File: src/rtl/mmio_switch_led_pkg.sv
// rtl/mmio_switch_led_pkg.sv - shared addresses, offsets, widths and debounce state type
package mmio_switch_led_pkg;
  localparam logic [31:0] DEFAULT_LED_ADDR = 32'hFFFFFC60;
  localparam logic [31:0] DEFAULT_SW_ADDR  = 32'hFFFFFC70;

  localparam logic [31:0] OFS_LO     = 32'd0;
  localparam logic [31:0] OFS_HI     = 32'd2;
  localparam logic [31:0] OFS_STATUS = 32'd4;

  localparam int SW_W  = 19;
  localparam int LED_W = 24;

  typedef enum logic [0:0] {
    DB_IDLE  = 1'b0,
    DB_COUNT = 1'b1
  } db_state_e;
endpackage

File: src/rtl/switch_debouncer.sv
// rtl/switch_debouncer.sv - switch synchronizer, optional debounce FSM and change flag
// SWITCH_DEBOUNCE_EN selects the debounce FSM; otherwise sw_stable is the synchronizer output registered once.
module switch_debouncer
  import mmio_switch_led_pkg::*;
#(
  parameter logic [19:0] DEBOUNCE_CYCLES = 20'd1000000
) (
  input  logic            clk,
  input  logic            rst,
  input  logic [SW_W-1:0] sw_raw,
  input  logic            changed_clr,
  output logic [SW_W-1:0] sw_stable,
  output logic            sw_changed
);
  logic [SW_W-1:0] sync1_q, sync2_q;
  logic [SW_W-1:0] stable_q, stable_d;
  logic            changed_q, changed_d;

  always_ff @(posedge clk) begin
    if (rst) begin
      sync1_q <= '0;
      sync2_q <= '0;
    end else begin
      sync1_q <= sw_raw;
      sync2_q <= sync1_q;
    end
  end

`ifdef SWITCH_DEBOUNCE_EN
  db_state_e       state_q, state_d;
  logic [SW_W-1:0] cand_q, cand_d;
  logic [19:0]     cnt_q, cnt_d, cnt_inc;

  always_comb begin
    state_d  = state_q;
    cand_d   = cand_q;
    cnt_d    = cnt_q;
    stable_d = stable_q;
    cnt_inc  = (cnt_q == 20'hFFFFF) ? cnt_q : cnt_q + 20'd1;
    case (state_q)
      DB_IDLE: begin
        if (sync2_q != stable_q) begin
          cand_d  = sync2_q;
          cnt_d   = '0;
          state_d = DB_COUNT;
        end
      end
      DB_COUNT: begin
        // Bounce back to the accepted value abandons the window without an update.
        if (sync2_q == stable_q) begin
          state_d = DB_IDLE;
        end else if (sync2_q != cand_q) begin
          cand_d = sync2_q;
          cnt_d  = '0;
        end else begin
          cnt_d = cnt_inc;
          if (cnt_inc == DEBOUNCE_CYCLES - 20'd1) begin
            stable_d = cand_q;
            state_d  = DB_IDLE;
          end
        end
      end
      default: state_d = DB_IDLE;
    endcase
  end

  always_ff @(posedge clk) begin
    if (rst) begin
      state_q <= DB_IDLE;
      cand_q  <= '0;
      cnt_q   <= '0;
    end else begin
      state_q <= state_d;
      cand_q  <= cand_d;
      cnt_q   <= cnt_d;
    end
  end
`else
  logic unused_debounce_cfg;
  assign unused_debounce_cfg = ^DEBOUNCE_CYCLES;

  always_comb begin
    stable_d = sync2_q;
  end
`endif

  // Set takes priority over a clearing load in the same cycle.
  always_comb begin
    changed_d = (stable_d != stable_q) | (changed_q & ~changed_clr);
  end

  always_ff @(posedge clk) begin
    if (rst) begin
      stable_q  <= '0;
      changed_q <= 1'b0;
    end else begin
      stable_q  <= stable_d;
      changed_q <= changed_d;
    end
  end

  assign sw_stable  = stable_q;
  assign sw_changed = changed_q;
endmodule

File: src/rtl/mmio_switch_led.sv
// rtl/mmio_switch_led.sv - memory-mapped LED output and debounced switch input registers
// SWITCH_DEBOUNCE_EN (see switch_debouncer) enables the debounce FSM.
module mmio_switch_led
  import mmio_switch_led_pkg::*;
#(
  parameter logic [31:0] LED_ADDR        = DEFAULT_LED_ADDR,
  parameter logic [31:0] SW_ADDR         = DEFAULT_SW_ADDR,
  parameter logic [19:0] DEBOUNCE_CYCLES = 20'd1000000
) (
  input  logic              clk,
  input  logic              rst,
  input  logic              mem_read,
  input  logic              mem_write,
  input  logic [31:0]       addr,
  input  logic [31:0]       wdata,
  output logic [31:0]       rdata,
  input  logic [SW_W-1:0]   switchN24,
  output logic [LED_W-1:0]  ledN24
);
  logic [LED_W-1:0] led_q, led_d;
  logic [31:0]      rdata_q, rdata_d;
  logic [SW_W-1:0]  sw_stable;
  logic             sw_changed;
  logic             hit_led_lo, hit_led_hi, hit_sw_lo, hit_sw_hi, hit_sw_status;
  logic             unused_wdata;

  assign unused_wdata  = ^wdata[31:16];
  assign hit_led_lo    = (addr == LED_ADDR + OFS_LO);
  assign hit_led_hi    = (addr == LED_ADDR + OFS_HI);
  assign hit_sw_lo     = (addr == SW_ADDR + OFS_LO);
  assign hit_sw_hi     = (addr == SW_ADDR + OFS_HI);
  assign hit_sw_status = (addr == SW_ADDR + OFS_STATUS);

  switch_debouncer #(
    .DEBOUNCE_CYCLES(DEBOUNCE_CYCLES)
  ) u_switch_debouncer (
    .clk        (clk),
    .rst        (rst),
    .sw_raw     (switchN24),
    .changed_clr(mem_read & hit_sw_status),
    .sw_stable  (sw_stable),
    .sw_changed (sw_changed)
  );

  always_comb begin
    led_d = led_q;
    if (mem_write && hit_led_lo) led_d[15:0]  = wdata[15:0];
    if (mem_write && hit_led_hi) led_d[23:16] = wdata[7:0];
  end

  // Reads see register state before any same-cycle store.
  always_comb begin
    rdata_d = rdata_q;
    if (mem_read) begin
      if (hit_led_lo)         rdata_d = {16'b0, led_q[15:0]};
      else if (hit_led_hi)    rdata_d = {24'b0, led_q[23:16]};
      else if (hit_sw_lo)     rdata_d = {16'b0, sw_stable[15:0]};
      else if (hit_sw_hi)     rdata_d = {29'b0, sw_stable[18:16]};
      else if (hit_sw_status) rdata_d = {31'b0, sw_changed};
      else                    rdata_d = 32'b0;
    end
  end

  always_ff @(posedge clk) begin
    if (rst) begin
      led_q   <= '0;
      rdata_q <= '0;
    end else begin
      led_q   <= led_d;
      rdata_q <= rdata_d;
    end
  end

  assign ledN24 = led_q;
  assign rdata  = rdata_q;
endmodule

File: config.mk
export PLATFORM = sky130hd
export DESIGN_NAME = mmio_switch_led
export DESIGN_NICKNAME = d
export VERILOG_FILES = /design/src/rtl/mmio_switch_led_pkg.sv /design/src/rtl/switch_debouncer.sv /design/src/rtl/mmio_switch_led.sv
export SDC_FILE = /design/constraint.sdc
export NUM_CORES = 1
export LEC_CHECK = 0
export CORE_ASPECT_RATIO = 1.1
export CORE_MARGIN = 1
export CORE_UTILIZATION = 48
export DETAILED_ROUTE_END_ITERATION = 7
export PLACE_DENSITY = 0.95
export SYNTH_ARGS = -nofsm -noshare
export SYNTH_HDL_FRONTEND = slang
export SYNTH_SLANG_ARGS = --single-unit
File: constraint.sdc
create_clock -name clk -period 3.95 [get_ports clk]
set_input_delay 1.185 -clock clk [delete_from_list [all_inputs] [get_ports clk]]
set_output_delay 1.185 -clock clk [all_outputs]
set_load 0.02 [all_outputs]
After elaboration in Yosys (flattened, before gate mapping)
Cells that the tools add are included.
{"block": "op_classes", "eq_ne": 6, "order_cmp": 0, "n_bitwise": 4, "multipliers": 0, "muxes": 5, "shift": 0, "div": 0, "n_reduce_logical": 2, "add_sub_neg": 0}
{"op": "$eq A32 B32 Y1 const B", "count": 5}
{"op": "$mux W16", "count": 3}
{"op": "$ne A19 B19 Y1", "count": 1}
{"op": "$mux W3", "count": 1}
{"op": "$and A1 B1 Y1", "count": 2}
{"op": "$logic_and A1 B1 Y1", "count": 2}
{"op": "$mux W1", "count": 1}
{"op": "$not A1 Y1", "count": 1}
{"op": "$or A1 B1 Y1", "count": 1}
{"block": "totals", "memories": 0, "romBits": 0, "mem_bits_rw": 0, "ff_bits": 114, "latchBits": 0, "word_cells": 24, "output_inout_bits": 56}

Longest topological paths before layout
{"block": "depth", "ltp_word": 6, "ltp_mapped": 6, "ltp_nobuf": 5}

Hierarchy
A second synthesis with hierarchy kept.
{"block": "hier_totals", "cells_unflattened": 393, "area_unflattened_um2": 3827.4}
{"module": "mmio_switch_led", "cells_per_inst": 245, "instances": 1, "seq_area_each_um2": 800.8, "area_per_inst_um2": 2059.5}
{"module": "switch_debouncer", "cells_per_inst": 148, "instances": 1, "seq_area_each_um2": 1161.1, "area_per_inst_um2": 1767.9}

Least setup slack after synthesis
No wires, ideal clock.
{"block": "synth_path", "kind": "in2reg", "startpoint": "input addr[7]", "endpoint": "register rdata_q[14] (netlist: rdata[14])", "setup_slack_ns": 1.417, "stages": 5, "t_arrival_ns": 2.468, "setup_ns": 0.065, "path_cell_list": "nand4bb_4 or4_4 nor4_4 a21oi_1 nor2_1"}
{"block": "synth_between", "elab_chain_cells": 4, "elab_cells_between_ends": 6, "cone_classes": "eq/ne (3); mux (3)"}
{"element": "from (decl)", "line_no": "mmio_switch_led.sv:14", "source": "input logic [31:0] addr,"}
{"element": "$eq A32 B32 Y1", "line_no": "mmio_switch_led.sv:30", "source": "assign hit_sw_lo = (addr == SW_ADDR + OFS_LO);"}
{"element": "$mux W16", "line_no": "mmio_switch_led.sv:57", "source": "else if (hit_sw_lo) rdata_d = {16'b0, sw_stable[15:0]};"}
{"element": "$mux W16", "line_no": "mmio_switch_led.sv:56", "source": "else if (hit_led_hi) rdata_d = {24'b0, led_q[23:16]};"}
{"element": "$mux W16 *", "line_no": "mmio_switch_led.sv:55", "source": "if (hit_led_lo) rdata_d = {16'b0, led_q[15:0]};"}
{"element": "to (signal assigned)", "line_no": "mmio_switch_led.sv:70", "source": "rdata_q <= rdata_d;"}
{"element": "to (decl)", "line_no": "mmio_switch_led.sv:21", "source": "logic [31:0] rdata_q, rdata_d;"}
Mark *: on every way between the ends. The rest lies on a longest branch, timed or not.
A chain may end at the register's enable or synchronous reset.

Worst setup path in the final report
{"block": "layout_path", "startpoint": "input addr[8]", "endpoint": "register led_q[21] (netlist: ledN24[21])"}
{"block": "layout_between", "elab_chain_cells": 2}
{"element": "$eq A32 B32 Y1", "line_no": "mmio_switch_led.sv:29", "source": "assign hit_led_hi = (addr == LED_ADDR + OFS_HI);"}
{"element": "$logic_and A1 B1 Y1", "line_no": "mmio_switch_led.sv:48", "source": "if (mem_write && hit_led_hi) led_d[23:16] = wdata[7:0];"}
{"element": "to (signal assigned)", "line_no": "mmio_switch_led.sv:69", "source": "led_q <= led_d;"}
{"element": "to (decl)", "line_no": "mmio_switch_led.sv:20", "source": "logic [LED_W-1:0] led_q, led_d;"}
Every way passes these cells.

==> flow_summary.toml <==
[detailed_routing]
dr.pass1.iters = 4
drc = 0
vias = 2920
first_iter_violations = 193
viasPerCell = 4.88
wl_per_cell_um = 14.0
routed_wl_um = 8360
ant_nets = 0

[synthesis]
synth_commonest_cells = "dfxtp_1, nor2b_1, nor2_1"
syn_area_um2 = 3850
ys_seq_elements = 98
synthFlopType = "dfxtp_1"
synthCells = 379
yosysTopAreaCell = "dfxtp_1"
synth_cell_types = 40
yosys_warnings = 0
synth_seq_area_share = 0.510
synthTopCellsByArea = "dfxtp_1, nor2b_1, mux2i_1"
synth.avg_cell_area_um2 = 10.2
yosysMostFrequentCell = "dfxtp_1"
synth_top_area_share = 0.510
async_flop_share = 0
synth_edf_count = 0

[sta]
worst_pin_slew_ns = 0.855
fmax_mhz = 332
setup_tns_ns = 0
rsz0062_at_grt = "false"
hold_viol = 0
slew_viol_final = 0
whs_ns = 0.437
relSlewSlack = 0.430
post-route-period-util = 0.762
setup_viol = 0
period_needed_ns = 3.01
clock_skew_ns = 0.00905

[cts]
clkLatencyLatePin_ns = 0.35
cts.sinks = 98
ctsHoldBuffers = 0
post-cts-setup-buffer-count = 0
cts_max_level = 3
tritoncts = "yes"
clockRootBuffer = "clkbuf_8"
cts_repair_resize_count = 0
cts_made_buffers = 9
cts.clk_slew.worst_paths_ns = 0.08
ctsLongestPathBuffers = 2

[critical_path]
crit_fanout = 8
required_ns = 4.15
r2r_slack_ns = 2.38
startpoint_type = "input pin"
cp_common_cell = "nand4b_1"
cp_cell_sequence = "clkdlybuf4s50_1 -> nand4b_1 -> nor3_1 -> nand4b_1 -> mux2i_1 -> nor2_1"
crit_family = "simple AND/OR/NAND/NOR gates"
path_buf_inv = 1
endpoint_kind = "flop"
cp_data_arrival_time_ns = 3.21
max_stage_delay_ns = 0.59
crit_slowest_cell = "nand4b_1"
crit_type = "input pin to flop"

[cells_and_area]
antenna_cells = 0
syn2layout_area_growth_pct = 35.6
drive_gt1_frac = 0.0791
final_nets = 575
fillerInstances = 576
layout.cells.non_filler = 598

[min_path]
hold_path.class = "flop to flop"

[placement]
dp_cells = 582
gp_congestion = 0.865
buffer_ports.inserted = 110
dp_hpwl_um = 6190

[power]
power_density_nw_per_um2 = 376
vdd_drop_max_v = 0.000198
p_leak_uw = 0.00222

[die]
rows = 33
die_y_um = 95.9
die_width_um = 87.4
pin_count = 143
coreArea_um2 = 7600
initial_core_util = 0.507
dieArea_um2 = 8380

[status]
outcome = "complete, no violations"

[global_routing]
antenna_found_initial = 0
track_usage = 0.204
grt_pass1_wl_um = 13100
grt_pass1_vias = 2776
grt.overflow.total = 0
grt_max_degree = 90

[run]
cap_violations = 0
worst paths after layout:
kind | startpoint | to | cells past startpoint
max | addr[8] | ledN24[21] | 6
min | u_switch_debouncer.sync1_q[9] | u_switch_debouncer.stable_d[9] | 1
max reg2reg | u_switch_debouncer.sw_stable[4] | u_switch_debouncer.sw_changed | 5
min reg2reg | u_switch_debouncer.sync1_q[9] | u_switch_debouncer.stable_d[9] | 1
report_power, final:
part           total [uW]  switching [uW]  internal (uW)  leakage (uW)
combinational         170            74.7           95.2       0.00130
clock                 768             313            455      0.000123
sequential           1020            10.7           1010      0.000799
total                1960             398           1560       0.00222
per-layer routing:
metal | track usage | part of all wire | vias to the layer above | wire, um
li1 | - | - | 1469 | -
met1 | 0.233 | 0.42 | 1310 | 3480
met2 | 0.362 | 0.50 | 126 | 4140
met3 | 0.0429 | 0.073 | 15 | 613
met4 | 0.102 | 0.015 | 0 | 126
met5 | 0 | 0 | - | 0
flip-flops by register name (all words and copies together) (netlist names):
register / count
u_switch_debouncer.sw_changed: 1
u_switch_debouncer.sw_stable: 19
u_switch_debouncer.sync1_q: 19
u_switch_debouncer.stable_d: 19
ledN24: 24
rdata: 16
per-stage QoR:
stage | power, uW | setup slack (ns) | instance area (um2) | utilization
finish | 1960 | 0.941 | 5220 | 0.687
global route | 2030 | 0.804 | 5220 | 0.687
CTS | 1970 | 0.945 | 5220 | 0.687
detailed placement | 1210 | 0.592 | 4970 | 0.654
global placement | 1210 | 0.649 | 4970 | 0.654
floorplan | 1130 | 1.42 | 3910 | -
area by class of cell:
class	instances	area (um2)	area share
flip-flops and latches	98	1960	0.376
clock inverters	4	97.6	0.0187
clock buffers	12	155	0.0297
inverters	1	3.75	0.000719
well taps	105	131	0.0252
multi-input cells	263	1740	0.333
repair buffers	115	1130	0.217
logic make-up (layout without fill, tap and decap cells):
family | after synthesis | in the layout | synth area share
simple gates | 160 | 160 | 0.246
flops | 98 | 98 | 0.510
mux | 39 | 39 | 0.104
buf+inv | 33 | 132 | 0.0540
compound gates | 29 | 29 | 0.0419
xor+xnor | 19 | 19 | 0.0432
other cells | 1 | 16 | 0.000974
placed cells by master, fill, tap and decap left out, types with 2 or more instances in the layout:
master and instances:
clkdlybuf4s50_1 109, dfxtp_1 98, nor2b_1 65, nor2_1 42, mux2i_1 31, xor2_1 19, conb_1 16, nand2_1 15
a21oi_1 14, clkbuf_8 11, nand4_1 9, o21ai_0 9, mux2_2 8, nor4_1 7, buf_4 5, nand4b_1 4
bufinv_16 3, nor3_1 2, nand2b_1 2, o221ai_1 2
Note: power is estimated with default switching activity, not from simulation.
